$ cat config.mk
export PLATFORM = sky130hd
export DESIGN_NAME = imm_extend_pipe_flat
export DESIGN_NICKNAME = d
export VERILOG_FILES = /design/src/rtl/imm_extend_pipe_if.sv /design/src/rtl/imm_extend_pipe.sv /design/src/flat_wrapper.sv
export SDC_FILE = /design/constraint.sdc
export NUM_CORES = 1
export LEC_CHECK = 0
export CORE_UTILIZATION = 48
export DETAILED_ROUTE_END_ITERATION = 6
export GPL_TIMING_DRIVEN = 0
export PLACE_DENSITY = 0.76
export SLEW_MARGIN = 20
export SYNTH_ARGS = -nofsm -noshare
export SYNTH_HDL_FRONTEND = slang
export SYNTH_SLANG_ARGS = --single-unit
$ cat constraint.sdc
create_clock -name Clk -period 1.96 [get_ports Clk]
set_input_delay 0.392 -clock Clk [delete_from_list [all_inputs] [get_ports Clk]]
set_output_delay 0.392 -clock Clk [all_outputs]
set_load 0.005 [all_outputs]
$ cat src/rtl/imm_extend_pipe_if.sv
// -----------------------------------------------------------------------------
// imm_extend_pipe_if
// Handshake bundle for the immediate-extension pipe.
//   Input side : InValid, InReady, InData[IN_WIDTH], InMode[2]
//   Output side: OutValid, OutReady, OutData[OUT_WIDTH]
// Modports:
//   slave  - the pipe itself (consumes the input stream, produces results)
//   master - the environment (produces immediates, consumes results)
// -----------------------------------------------------------------------------
interface imm_extend_pipe_if #(
    parameter int IN_WIDTH  = 16,
    parameter int OUT_WIDTH = 32
);
    logic                 InValid;
    logic                 InReady;
    logic [IN_WIDTH-1:0]  InData;
    logic [1:0]           InMode;
    logic                 OutValid;
    logic                 OutReady;
    logic [OUT_WIDTH-1:0] OutData;

    modport slave (
        input  InValid, InData, InMode, OutReady,
        output InReady, OutValid, OutData
    );

    modport master (
        output InValid, InData, InMode, OutReady,
        input  InReady, OutValid, OutData
    );
endinterface

$ cat src/rtl/imm_extend_pipe.sv
// -----------------------------------------------------------------------------
// imm_extend_pipe
// Registered immediate-extension unit for the decode stage. Widens an IN_WIDTH
// immediate to OUT_WIDTH (zero / sign / upper / branch-offset) behind a
// valid/ready handshake with a 2-entry skid buffer (output register + skid).
//
// Ports:
//   Clk        in   rising-edge clock
//   Reset      in   asynchronous, active-high reset
//   bus        slave modport of imm_extend_pipe_if (In*/Out* handshake)
//   XferCount  out  16-bit saturating count of output transfers
//                   (present only when IMM_EXTEND_PIPE_STATS_EN is defined)
//
// Optional feature macro: IMM_EXTEND_PIPE_STATS_EN
// OUT_WIDTH must be >= IN_WIDTH+2.
// -----------------------------------------------------------------------------
module imm_extend_pipe #(
    parameter int IN_WIDTH  = 16,
    parameter int OUT_WIDTH = 32
) (
    input  logic                 Clk,
    input  logic                 Reset,
    imm_extend_pipe_if.slave     bus
`ifdef IMM_EXTEND_PIPE_STATS_EN
    ,
    output logic [15:0]          XferCount
`endif
);

    localparam int PAD = OUT_WIDTH - IN_WIDTH;

    // Extend one immediate according to its mode.
    function automatic logic [OUT_WIDTH-1:0] extend_imm(
        input logic [IN_WIDTH-1:0] data,
        input logic [1:0]          mode
    );
        logic [OUT_WIDTH-1:0] sext;
        logic [OUT_WIDTH-1:0] res;
        sext = {{PAD{data[IN_WIDTH-1]}}, data};
        case (mode)
            2'b00:   res = {{PAD{1'b0}}, data};
            2'b01:   res = sext;
            2'b10:   res = {data, {PAD{1'b0}}};
            2'b11:   res = {sext[OUT_WIDTH-3:0], 2'b00};  // top two sign bits fall off
            default: res = {OUT_WIDTH{1'b0}};
        endcase
        return res;
    endfunction

    logic                 out_valid_q, out_valid_d;
    logic [OUT_WIDTH-1:0] out_data_q,  out_data_d;
    logic                 skid_valid_q, skid_valid_d;
    logic [OUT_WIDTH-1:0] skid_data_q,  skid_data_d;
    logic                 in_ready_s;
    logic                 in_fire_s;
    logic                 out_fire_s;
    logic [OUT_WIDTH-1:0] ext_s;

    // Ready depends only on skid occupancy (and reset), never on OutReady.
    assign in_ready_s = ~skid_valid_q & ~Reset;
    assign in_fire_s  = bus.InValid & in_ready_s;
    assign out_fire_s = out_valid_q & bus.OutReady;
    assign ext_s      = extend_imm(bus.InData, bus.InMode);

    assign bus.InReady  = in_ready_s;
    assign bus.OutValid = out_valid_q;
    assign bus.OutData  = out_data_q;

    // Next-state for the output register and the skid entry.
    always_comb begin
        out_valid_d  = out_valid_q;
        out_data_d   = out_data_q;
        skid_valid_d = skid_valid_q;
        skid_data_d  = skid_data_q;
        if (skid_valid_q) begin
            // FULL: input is blocked; drain skid into the output on a transfer.
            if (out_fire_s) begin
                out_valid_d  = 1'b1;
                out_data_d   = skid_data_q;
                skid_valid_d = 1'b0;
            end else begin
                out_valid_d  = out_valid_q;
            end
        end else if (in_fire_s && out_valid_q && !bus.OutReady) begin
            // ONE, stalled: park the new item in the skid.
            skid_valid_d = 1'b1;
            skid_data_d  = ext_s;
        end else if (in_fire_s) begin
            // EMPTY, or ONE with a concurrent transfer: reload output, no bubble.
            out_valid_d = 1'b1;
            out_data_d  = ext_s;
        end else if (out_fire_s) begin
            out_valid_d = 1'b0;          // data intentionally held
        end else begin
            out_valid_d = out_valid_q;
        end
    end

    // Pipe state registers.
    always_ff @(posedge Clk or posedge Reset) begin
        if (Reset) begin
            out_valid_q  <= 1'b0;
            out_data_q   <= {OUT_WIDTH{1'b0}};
            skid_valid_q <= 1'b0;
            skid_data_q  <= {OUT_WIDTH{1'b0}};
        end else begin
            out_valid_q  <= out_valid_d;
            out_data_q   <= out_data_d;
            skid_valid_q <= skid_valid_d;
            skid_data_q  <= skid_data_d;
        end
    end

`ifdef IMM_EXTEND_PIPE_STATS_EN
    logic [15:0] xfer_count_q, xfer_count_d;

    // Saturating output-transfer count.
    always_comb begin
        xfer_count_d = xfer_count_q;
        if (out_fire_s && (xfer_count_q != 16'hFFFF)) begin
            xfer_count_d = xfer_count_q + 16'd1;
        end else begin
            xfer_count_d = xfer_count_q;
        end
    end

    // Transfer counter register.
    always_ff @(posedge Clk or posedge Reset) begin
        if (Reset) begin
            xfer_count_q <= 16'd0;
        end else begin
            xfer_count_q <= xfer_count_d;
        end
    end

    assign XferCount = xfer_count_q;
`endif

endmodule

$ cat src/flat_wrapper.sv
// flat-port wrapper written by rule: the top's interface ports become plain ports
module imm_extend_pipe_flat 
#(
    parameter int IN_WIDTH  = 16,
    parameter int OUT_WIDTH = 32
)
  (Clk, Reset, bus_InValid, bus_InData, bus_InMode, bus_OutReady, bus_InReady, bus_OutValid, bus_OutData);
  imm_extend_pipe_if #(.IN_WIDTH(IN_WIDTH), .OUT_WIDTH(OUT_WIDTH)) bus_i ();
  input  logic Clk;
  input  logic Reset;
  input wire logic [$bits(bus_i.InValid)-1:0] bus_InValid;
  input wire logic [$bits(bus_i.InData)-1:0] bus_InData;
  input wire logic [$bits(bus_i.InMode)-1:0] bus_InMode;
  input wire logic [$bits(bus_i.OutReady)-1:0] bus_OutReady;
  output wire logic [$bits(bus_i.InReady)-1:0] bus_InReady;
  output wire logic [$bits(bus_i.OutValid)-1:0] bus_OutValid;
  output wire logic [$bits(bus_i.OutData)-1:0] bus_OutData;
  assign bus_i.InValid = bus_InValid;
  assign bus_i.InData = bus_InData;
  assign bus_i.InMode = bus_InMode;
  assign bus_i.OutReady = bus_OutReady;
  assign bus_InReady = bus_i.InReady;
  assign bus_OutValid = bus_i.OutValid;
  assign bus_OutData = bus_i.OutData;
  imm_extend_pipe #(.IN_WIDTH(IN_WIDTH), .OUT_WIDTH(OUT_WIDTH)) u_core (.Clk(Clk), .Reset(Reset), .bus(bus_i));
endmodule
==> results of run 1 <==
## cell type report
class	instances	area [µm²]	area share, %
multi-input combinational	206	1490	34.8
clock buffer	15	186	4.35
tap	77	96.3	2.25
clock inverter	1	30.0	0.701
timing repair buffer	62	643	15.0
inverter	6	26.3	0.614
sequential	66	1650	38.6
buffer	28	156	3.65
## flip-flops by register name, summed over array words and instances (netlist names)
name and cells:
u_core.skid_data_q 32, u_core.bus.OutValid 1, u_core.skid_valid_q 1, u_core.bus.OutData 32
## cells by family (layout without fill, tap and decap cells)
| group | Yosys count | in the layout |
|---|---|---|
| simple gates | 87 | 87 |
| compound gates | 84 | 84 |
| flops | 66 | 66 |
| mux | 35 | 35 |
| buf+inv | 34 | 112 |
## routing by layer
layer | vias to the layer above | track usage (%) | share of wire (%)
li1 | 1274 | - | -
met1 | 1353 | 32.6 | 42
met2 | 131 | 40.5 | 48
met3 | 20 | 4.86 | 7.5
met4 | 0 | 12.6 | 2.5
met5 | - | 0 | 0
## cell usage in the layout, fill, tap and decap left out, types with 3 or more instances in the layout
| cell | count |
|---|---|
| nand3_1 | 14 |
| a31oi_1 | 27 |
| nand2b_1 | 17 |
| nor2b_1 | 16 |
| buf_6 | 4 |
| mux2_1 | 4 |
| nand2_1 | 6 |
| buf_12 | 3 |
| mux2_2 | 28 |
| clkbuf_1 | 19 |
| nand3b_1 | 14 |
| clkbuf_8 | 14 |
| a2bb2oi_1 | 14 |
| nand4_1 | 15 |
| o21a_1 | 16 |
| mux2i_1 | 3 |
| buf_2 | 5 |
| dfrtp_1 | 66 |
| o21ai_0 | 8 |
| a21oi_1 | 14 |
| inv_1 | 5 |
| buf_4 | 4 |
| clkdlybuf4s50_1 | 52 |
## worst max-delay path, delay by kind of cell (launching register included)
kind	cells	cell delay [ps]
buffers and inverters	3	440
multiplexers	1	330
AND/OR/NAND/NOR	1	430
AO/OA/AOI/OAI	1	230
flip-flops	1	380
## worst max-delay path by stage
stage | start | to | slack (ps)
after detailed placement | Reset | u_core.bus.OutData[1] | -370
after floorplan | u_core.skid_valid_q | u_core.bus.OutData[0] | 220
after global routing | u_core.skid_valid_q | u_core.bus.OutData[26] | -1
final | u_core.skid_valid_q | u_core.bus.OutData[26] | 30
after CTS | bus_InMode[0] | u_core.bus.OutData[17] | 7
after global placement | Reset | u_core.bus.OutData[7] | -360
## what timing repair did
| action | CTS | global route |
|---|---|---|
| buffers inserted | 0 | 4 |
| setup endpoints to repair | 8 | 29 |
| hold endpoints to repair | 0 | 0 |
| pin swaps | 1 | 2 |
| cloned | 0 | 2 |
| gates resized for setup | 4 | 9 |
## stage by stage
step | setup slack (ps) | hold WS [ps] | std cells
4_1_cts | 7.35 | 490 | 455
5_1_grt | -1.36 | 177 | 461
3_5_place_dp | -370 | 475 | 439
6_report | 30.8 | 141 | 461
3_3_place_gp | -355 | 468 | 437
2_1_floorplan | 217 | 457 | 306
## where the power goes
part | internal (mW) | total, mW | switching (mW)
clock network | 0.728 | 1.23 | 0.499
registers | 2.04 | 2.39 | 0.348
logic | 1.52 | 2.49 | 0.972
total | 4.29 | 6.11 | 1.82
==> flow_summary_export.csv, run 1 <==
group,metric,value,unit
synth,synth_area_per_cell,10.8,µm²
flow_run,drv_cap,0,
routing,wirelength,8.75,mm
timing,setup_viol,0,
finish,final_nets,401,
power,powerDensity,1430,nW/µm²
synth,synth-simple-area-share,16.0,%
run_status,outcome,"complete, no violations",
synth,synth_top_family_by_area,"compound AO/OA/AOI/OAI gates",
placed_design,dp_hpwl,6.07,mm
placed_design,placed_cell_area,3990,µm²
finish,fill_cells,511,
synth,synth-edff-count,0,
finish,fin_area,4280,µm²
timing,finalSetupTns,0,ps
synth,synth_area_leaders,"dfrtp_1, mux2_2, a31oi_1",
clock_network,cts_root_buf,"clkbuf_8",
clock_network,cts_tree,"done",
synth,synthFlopType,"dfrtp_1",
synth,synth_compound_area_share,17.3,%
critical_path,cp.arrival,2160,ps
floorplanning,fp.dieW,85,µm
critical_path,cp_data_required_time,2190,ps
synth,synth_fa_ha_area_share,0,%
timing,worst_pin_slew,603,ps
critical_path,path_cells,"buf_6 > or3b_4 > a21oi_4 > buf_12 > buf_4 > mux2_2",
global_route,gr-total-overflow,0,
synth,synth_area,3310,µm²
synth,synth_cells,306,
routing,vias,2778,
critical_path,r2r_cells,6,
floorplanning,core-area,6490,µm²
finish,post-route-util,65.9,%
critical_path,regToRegSetupSlack,30,ps
synth,synth_seq_area_share,49.9,%
synth,synth_top_area_share,49.9,%
floorplanning,start_util,50.9,%
min_path,hp-class,"input pin to async pin",
critical_path,rr_startpoint,"u_core.skid_valid_q",
synth,yosysMostFrequentCell,"dfrtp_1",
critical_path,start_kind,"register",
placed_design,gp_congestion,0.859,
routing,drt_iter0_drc,256,
clock_network,cts.sink_count,66,
critical_path,reg2reg_to,"u_core.bus.OutData[26]",
clock_network,htreeDepth,3,
global_route,antenna_found_initial,0,
floorplanning,die_h,85,µm
synth,yosys.cell_types.count,28,
floorplanning,pin_count,56,
clock_network,holdBufCountCts,0,
synth,synthXorXnorAreaFrac,0,%
finish,layout-drive-gt1-share,16.7,%
timing,hold_violations,0,
clock_network,cts_buffers,9,
global_route,grt_start_max_net_pins,26,
critical_path,crit_fanout,9,
floorplanning,num_rows,29,
routing,ant_nets,0,
power,p_total,6.11,mW
finish,n_antenna_cell,0,
synth,synthArstFlopShare,100,%
routing,dr.pass1.iters,4,
timing,fmax,0.518,GHz
placed_design,io_buffers,54,
synth,ys_ff_latch,66,
critical_path,critPathMaxStageDelay,430,ps
routing,vias_per_cell,6.03,
power,irDropWorstVdd,0.734,mV
routing,drc_errors,0,
global_route,grt_pass1_wl,13.9,mm
critical_path,worstSetupPathType,"register to register",
synth,synth_warnings,0,
synth,syn-num-nets,328,
routing,post_drt_wl_per_cell,19.0,µm
critical_path,cp_slowest_cell,"or3b_4",
global_route,grt_usage,25.1,%
synth,synth.area.mux_share,11.8,%
timing,skew,7.83,ps
finish,synthToLayoutAreaGrowth,29.5,%
synth,ys_top_cells_by_count,"dfrtp_1, mux2_2, a31oi_1",
clock_network,clk_latency,350,ps
floorplanning,dieArea,7230,µm²
timing,period_share,98.4,%
timing,slew_viol_final,0,
timing,slew_headroom,59.8,%
clock_network,path_clk_slew,70,ps
clock_network,clk_path_buf_depth,2,
timing,finalCriticalPeriod,1930,ps
power,p_leak,1.73,nW
critical_path,end_kind,"register",
synth,yosysTopAreaCell,"dfrtp_1",
global_route,grt_pass1_vias,2760,
Note: power is estimated with default switching activity, not from simulation.
==> run 2: changes to the inputs <==
--- a/config.mk
+++ b/config.mk
@@ -5,10 +5,11 @@
 export SDC_FILE = /design/constraint.sdc
 export NUM_CORES = 1
 export LEC_CHECK = 0
-export CORE_UTILIZATION = 48
+export ABC_CLOCK_PERIOD_IN_PS = 1960
+export CORE_UTILIZATION = 40
 export DETAILED_ROUTE_END_ITERATION = 6
 export GPL_TIMING_DRIVEN = 0
-export PLACE_DENSITY = 0.76
+export PLACE_DENSITY = 0.65
 export SLEW_MARGIN = 20
 export SYNTH_ARGS = -nofsm -noshare
 export SYNTH_HDL_FRONTEND = slang
==> flow_summary_export.csv, run 2 (same netlist as run 1, synthesis figures left out) <==
group,metric,value,unit
timing,skew,7.84,ps
routing,ant_nets,0,
floorplanning,num_rows,32,
finish,synthToLayoutAreaGrowth,28.2,%
critical_path,crit_fanout,10,
critical_path,crit_family,"buffers and inverters",
clock_network,clk_path_buf_depth,2,
floorplanning,pin_count,56,
clock_network,cts_buffers,9,
global_route,grt_pass1_vias,2698,
routing,wirelength,8.39,mm
floorplanning,fp.dieW,92.9,µm
critical_path,cp.arrival,2130,ps
finish,layout.cells.most_common,"dfrtp_1",
routing,drc_errors,0,
timing,slew_viol_final,0,
power,p_leak,1.70,nW
timing,hold_violations,0,
clock_network,htreeDepth,3,
global_route,grt_start_max_net_pins,32,
routing,drt_iter0_drc,118,
critical_path,cp_data_required_time,2180,ps
timing,setup_viol,0,
floorplanning,dieArea,8640,µm²
run_status,outcome,"complete, no violations",
critical_path,cp_num_buf_inv,3,
timing,period_share,97.5,%
clock_network,cts.sink_count,66,
floorplanning,die_h,92.9,µm
placed_design,placedCellCount,464,
global_route,antenna_found_initial,0,
critical_path,end_kind,"register",
critical_path,path_cells,"clkdlybuf4s50_1 > or3b_4 > a21oi_4 > buf_4 > buf_6 > mux2_2",
critical_path,worstSetupPathType,"input pin to register",
clock_network,holdBufCountCts,0,
flow_run,drv_cap,0,
global_route,grt_pass1_wl,13.8,mm
finish,most-common-layout-cells,"dfrtp_1, clkdlybuf4s50_1, mux2_2",
min_path,hp-class,"input pin to async pin",
timing,slew_headroom,62.8,%
power,irDropWorstVdd,0.707,mV
clock_network,cts_tree,"done",
placed_design,io_buffers,54,
finish,multi_input_area,1490,µm²
timing,finalCriticalPeriod,1910,ps
finish,post-route-util,54.0,%
placed_design,dp_hpwl,6.10,mm
routing,vias,2724,
critical_path,start_kind,"input pin",
routing,dr.pass1.iters,4,
global_route,gr-total-overflow,0,
timing,fmax,0.523,GHz
timing,hold_ws,191,ps
finish,n_antenna_cell,0,
timing,rsz0062_at_grt,"false",
finish,fill_cells,756,
routing,post_drt_wl_per_cell,17.3,µm
finish,layout-drive-gt1-share,16.5,%
clock_network,path_clk_slew,70,ps
finish,seq_area,1650,µm²
power,powerDensity,1370,nW/µm²
floorplanning,start_util,42.1,%
placed_design,gp_congestion,0.823,
floorplanning,core-area,7850,µm²
finish,final_nets,400,
finish,final_cells,484,
clock_network,cts_root_buf,"clkbuf_8",
global_route,grt_usage,20.7,%
critical_path,critPathMaxStageDelay,480,ps
critical_path,cp_slowest_cell,"clkdlybuf4s50_1",
clock_network,clk_latency,340,ps
timing,worst_pin_slew,557,ps
routing,vias_per_cell,5.63,
-- run 2: area by class of cell --
class	instances	share of cell area [%]
timing repair buffer	61	14.5
clock buffer	12	3.66
clock inverter	3	0.354
multi-input combinational	206	35.2
inverter	6	0.620
buffer	28	3.75
tap	102	3.01
sequential	66	39.0
-- run 2: per-stage QoR --
stage / TNS [ps] / power (mW) / setup slack [ps] / cell area, µm²
finish: 0 / 5.82 / 49.1 / 4240
global route: 0 / 6.20 / 3.01 / 4240
CTS: 0 / 5.81 / 37.1 / 4200
detailed placement: -14400 / 4.78 / -393 / 4020
global placement: -20750 / 4.71 / -368 / 3980
floorplan: 0 / 3.71 / 217 / 3310
-- run 2: where the power goes --
part | internal [mW] | switching, mW | leakage [nW]
registers | 2.04 | 0.334 | 0.792
clock network | 0.515 | 0.501 | 0.0920
logic | 1.50 | 0.931 | 0.813
-- run 2: path summary, 6_finish.rpt --
kind                                         from                endpoint  slack, ps  cells after the start
max                                   bus_InValid  u_core.bus.OutData[27]         50                      6
min                                         Reset  u_core.skid_data_q[13]        190                      2
max reg2reg                   u_core.skid_valid_q  u_core.bus.OutData[27]         50                      6
min reg2reg                u_core.skid_data_q[31]  u_core.skid_data_q[31]        490                      1
max in group asynchronous                   Reset  u_core.bus.OutData[27]       1330                      3
min in group Clk           u_core.skid_data_q[31]  u_core.skid_data_q[31]        490                      1
-- run 2: repair_timing --
action                     4_1_cts  5_1_grt
gates resized for setup          6        2
setup buffers                    0        4
gates cloned                     0        1
pin swaps                        1        1
setup endpoints to repair       29       14
-- run 2: routing by layer --
metal | track usage [%] | share of wire [%] | vias to the layer above
met5 | 0 | 0 | -
met4 | 7.56 | 1.7 | 0
met3 | 3.28 | 5.3 | 15
met2 | 32.5 | 46 | 72
met1 | 28.7 | 47 | 1364
li1 | - | - | 1273
==> run 3: changes to the inputs <==
--- a/config.mk
+++ b/config.mk
@@ -10,6 +10,7 @@
 export DETAILED_ROUTE_END_ITERATION = 6
 export GPL_TIMING_DRIVEN = 0
 export PLACE_DENSITY = 0.65
+export SKIP_LAST_GASP = 1
 export SLEW_MARGIN = 20
 export SYNTH_ARGS = -nofsm -noshare
 export SYNTH_HDL_FRONTEND = slang
==> flow_summary_export.csv, run 3 (same netlist as run 1, synthesis figures left out) <==
group,metric,value,unit
critical_path,critPathMaxStageDelay,480,ps
clock_network,cts_buffers,9,
finish,layout.cells.most_common,"dfrtp_1",
placed_design,io_buffers,54,
timing,finalCriticalPeriod,1900,ps
timing,setup_ws,56.6,ps
placed_design,gp_congestion,0.823,
timing,rsz0062_at_grt,"false",
timing,setup_viol,0,
critical_path,start_kind,"input pin",
critical_path,end_kind,"register",
global_route,use_met3,3.28,%
placed_design,place_ws,-393,ps
global_route,grt_pass1_wl,13.8,mm
run_status,outcome,"complete, no violations",
global_route,grt_use_met2,32.5,%
clock_network,cts_tree,"done",
critical_path,crit_fanout,10,
clock_network,htreeDepth,3,
finish,most-common-layout-cells,"dfrtp_1, clkdlybuf4s50_1, mux2_2",
finish,synthToLayoutAreaGrowth,28.8,%
critical_path,regToRegSetupSlack,80,ps
floorplanning,fp.dieW,92.9,µm
clock_network,clk_latency,340,ps
routing,vias_per_cell,5.55,
timing,period_share,97.1,%
critical_path,reg2reg_to,"u_core.bus.OutData[27]",
clock_network,path_clk_slew,70,ps
critical_path,cp.arrival,2120,ps
power,p_leak,1.71,nW
global_route,antenna_found_initial,0,
routing,wirelength,8.35,mm
global_route,grt_pass1_vias,2698,
floorplanning,die_h,92.9,µm
timing,hold_violations,0,
clock_network,holdBufCountCts,0,
critical_path,worstSetupPathType,"input pin to register",
global_route,gr-max-usage-layer,"met2",
floorplanning,num_rows,32,
clock_network,cts.sink_count,66,
routing,vias,2695,
timing,slew_headroom,63.5,%
min_path,hp-class,"input pin to async pin",
finish,post-route-util,54.3,%
finish,layout-drive-gt1-share,16.9,%
timing,skew,6.58,ps
floorplanning,dieArea,8640,µm²
routing,drc_errors,0,
timing,slew_viol_final,0,
floorplanning,start_util,42.1,%
global_route,gr-total-overflow,0,
power,powerDensity,1370,nW/µm²
critical_path,cp_num_buf_inv,3,
finish,final_nets,402,
critical_path,r2r_cells,6,
routing,dr.pass1.iters,4,
global_route,use_met1,28.7,%
critical_path,path_cells,"clkdlybuf4s50_1 > or3b_4 > a21oi_4 > buf_4 > buf_6 > mux2_2",
global_route,grt_usage,20.7,%
floorplanning,core-area,7850,µm²
critical_path,rr_startpoint,"u_core.skid_valid_q",
finish,fill_cells,755,
placed_design,dp_hpwl,6.10,mm
critical_path,cp_slowest_cell,"clkdlybuf4s50_1",
finish,n_antenna_cell,0,
flow_run,drv_cap,0,
global_route,grt_start_max_net_pins,32,
routing,post_drt_wl_per_cell,17.2,µm
clock_network,cts_root_buf,"clkbuf_8",
timing,fmax,0.525,GHz
routing,drt_iter0_drc,121,
critical_path,crit_family,"buffers and inverters",
critical_path,cp_data_required_time,2180,ps
routing,ant_nets,0,
floorplanning,pin_count,56,
power,irDropWorstVdd,0.707,mV
timing,worst_pin_slew,548,ps
clock_network,clk_path_buf_depth,2,
## run 3: cell types whose count changed in the layout (fill, tap and decap cells not counted), sizes merged
| cell | previous run | this run |
|---|---|---|
| buf | 15 | 17 |
| dlygate4sd2 | 2 | 1 |
| dlymetal6s2s | 0 | 1 |
## run 3: area by class of cell
cell class              count  area, µm²  area share [%]
flip-flops and latches     66       1650            38.8
multi-input cells         206       1490            35.0
inverters                   6       26.3           0.617
plain buffers              28        159            3.73
well taps                 102        128            3.00
clock buffers              12        155            3.64
clock inverters             3       15.0           0.353
repair buffers             63        632            14.8
## run 3: through the flow
stage	instances	TNS, ps	area (µm²)	hold slack [ps]	power, mW
after floorplan	306	0	3310	457	3.71
after global placement	462	-20750	3980	469	4.71
after detailed placement	464	-14400	4020	474	4.78
after CTS	479	-86.4	4200	434	5.81
after global routing	486	0	4260	91.9	6.21
final	486	0	4260	88.9	5.82
## run 3: worst max path at each step
stage,start,endpoint,slack (ps),cells after the start
floorplan,u_core.skid_valid_q,u_core.bus.OutData[0],220,5
global placement,Reset,u_core.bus.OutData[3],-370,5
finish,bus_InValid,u_core.bus.OutData[27],60,6
detailed placement,Reset,u_core.bus.OutData[6],-390,5
CTS,Reset,u_core.bus.OutData[6],-10,5
global route,bus_InValid,u_core.bus.OutData[24],20,6
## run 3: worst register-to-register path: stages, from the launching register on
cell and delay (ps):
dfrtp_1 370, buf_6 140, or3b_4 420, a21oi_4 170, buf_4 170, buf_6 150
mux2_2 340
## run 3: repair_timing
item,4_1_cts,5_1_grt
pin swaps,1,2
endpoints found under the setup margin,29,29
gates cloned,0,1
setup buffers,0,6
gates resized for setup,5,3
## run 3: per-layer routing
layer | vias to the layer above | wire length, µm
met5 | - | 0
met4 | 0 | 167
met3 | 15 | 340
met2 | 64 | 3870
met1 | 1342 | 3970
li1 | 1274 | -
## run 3: power by group
part / total [mW] / internal, mW / switching, mW
Clock: 1.01 / 0.515 / 0.496
Combinational: 2.43 / 1.50 / 0.929
Sequential: 2.37 / 2.04 / 0.334
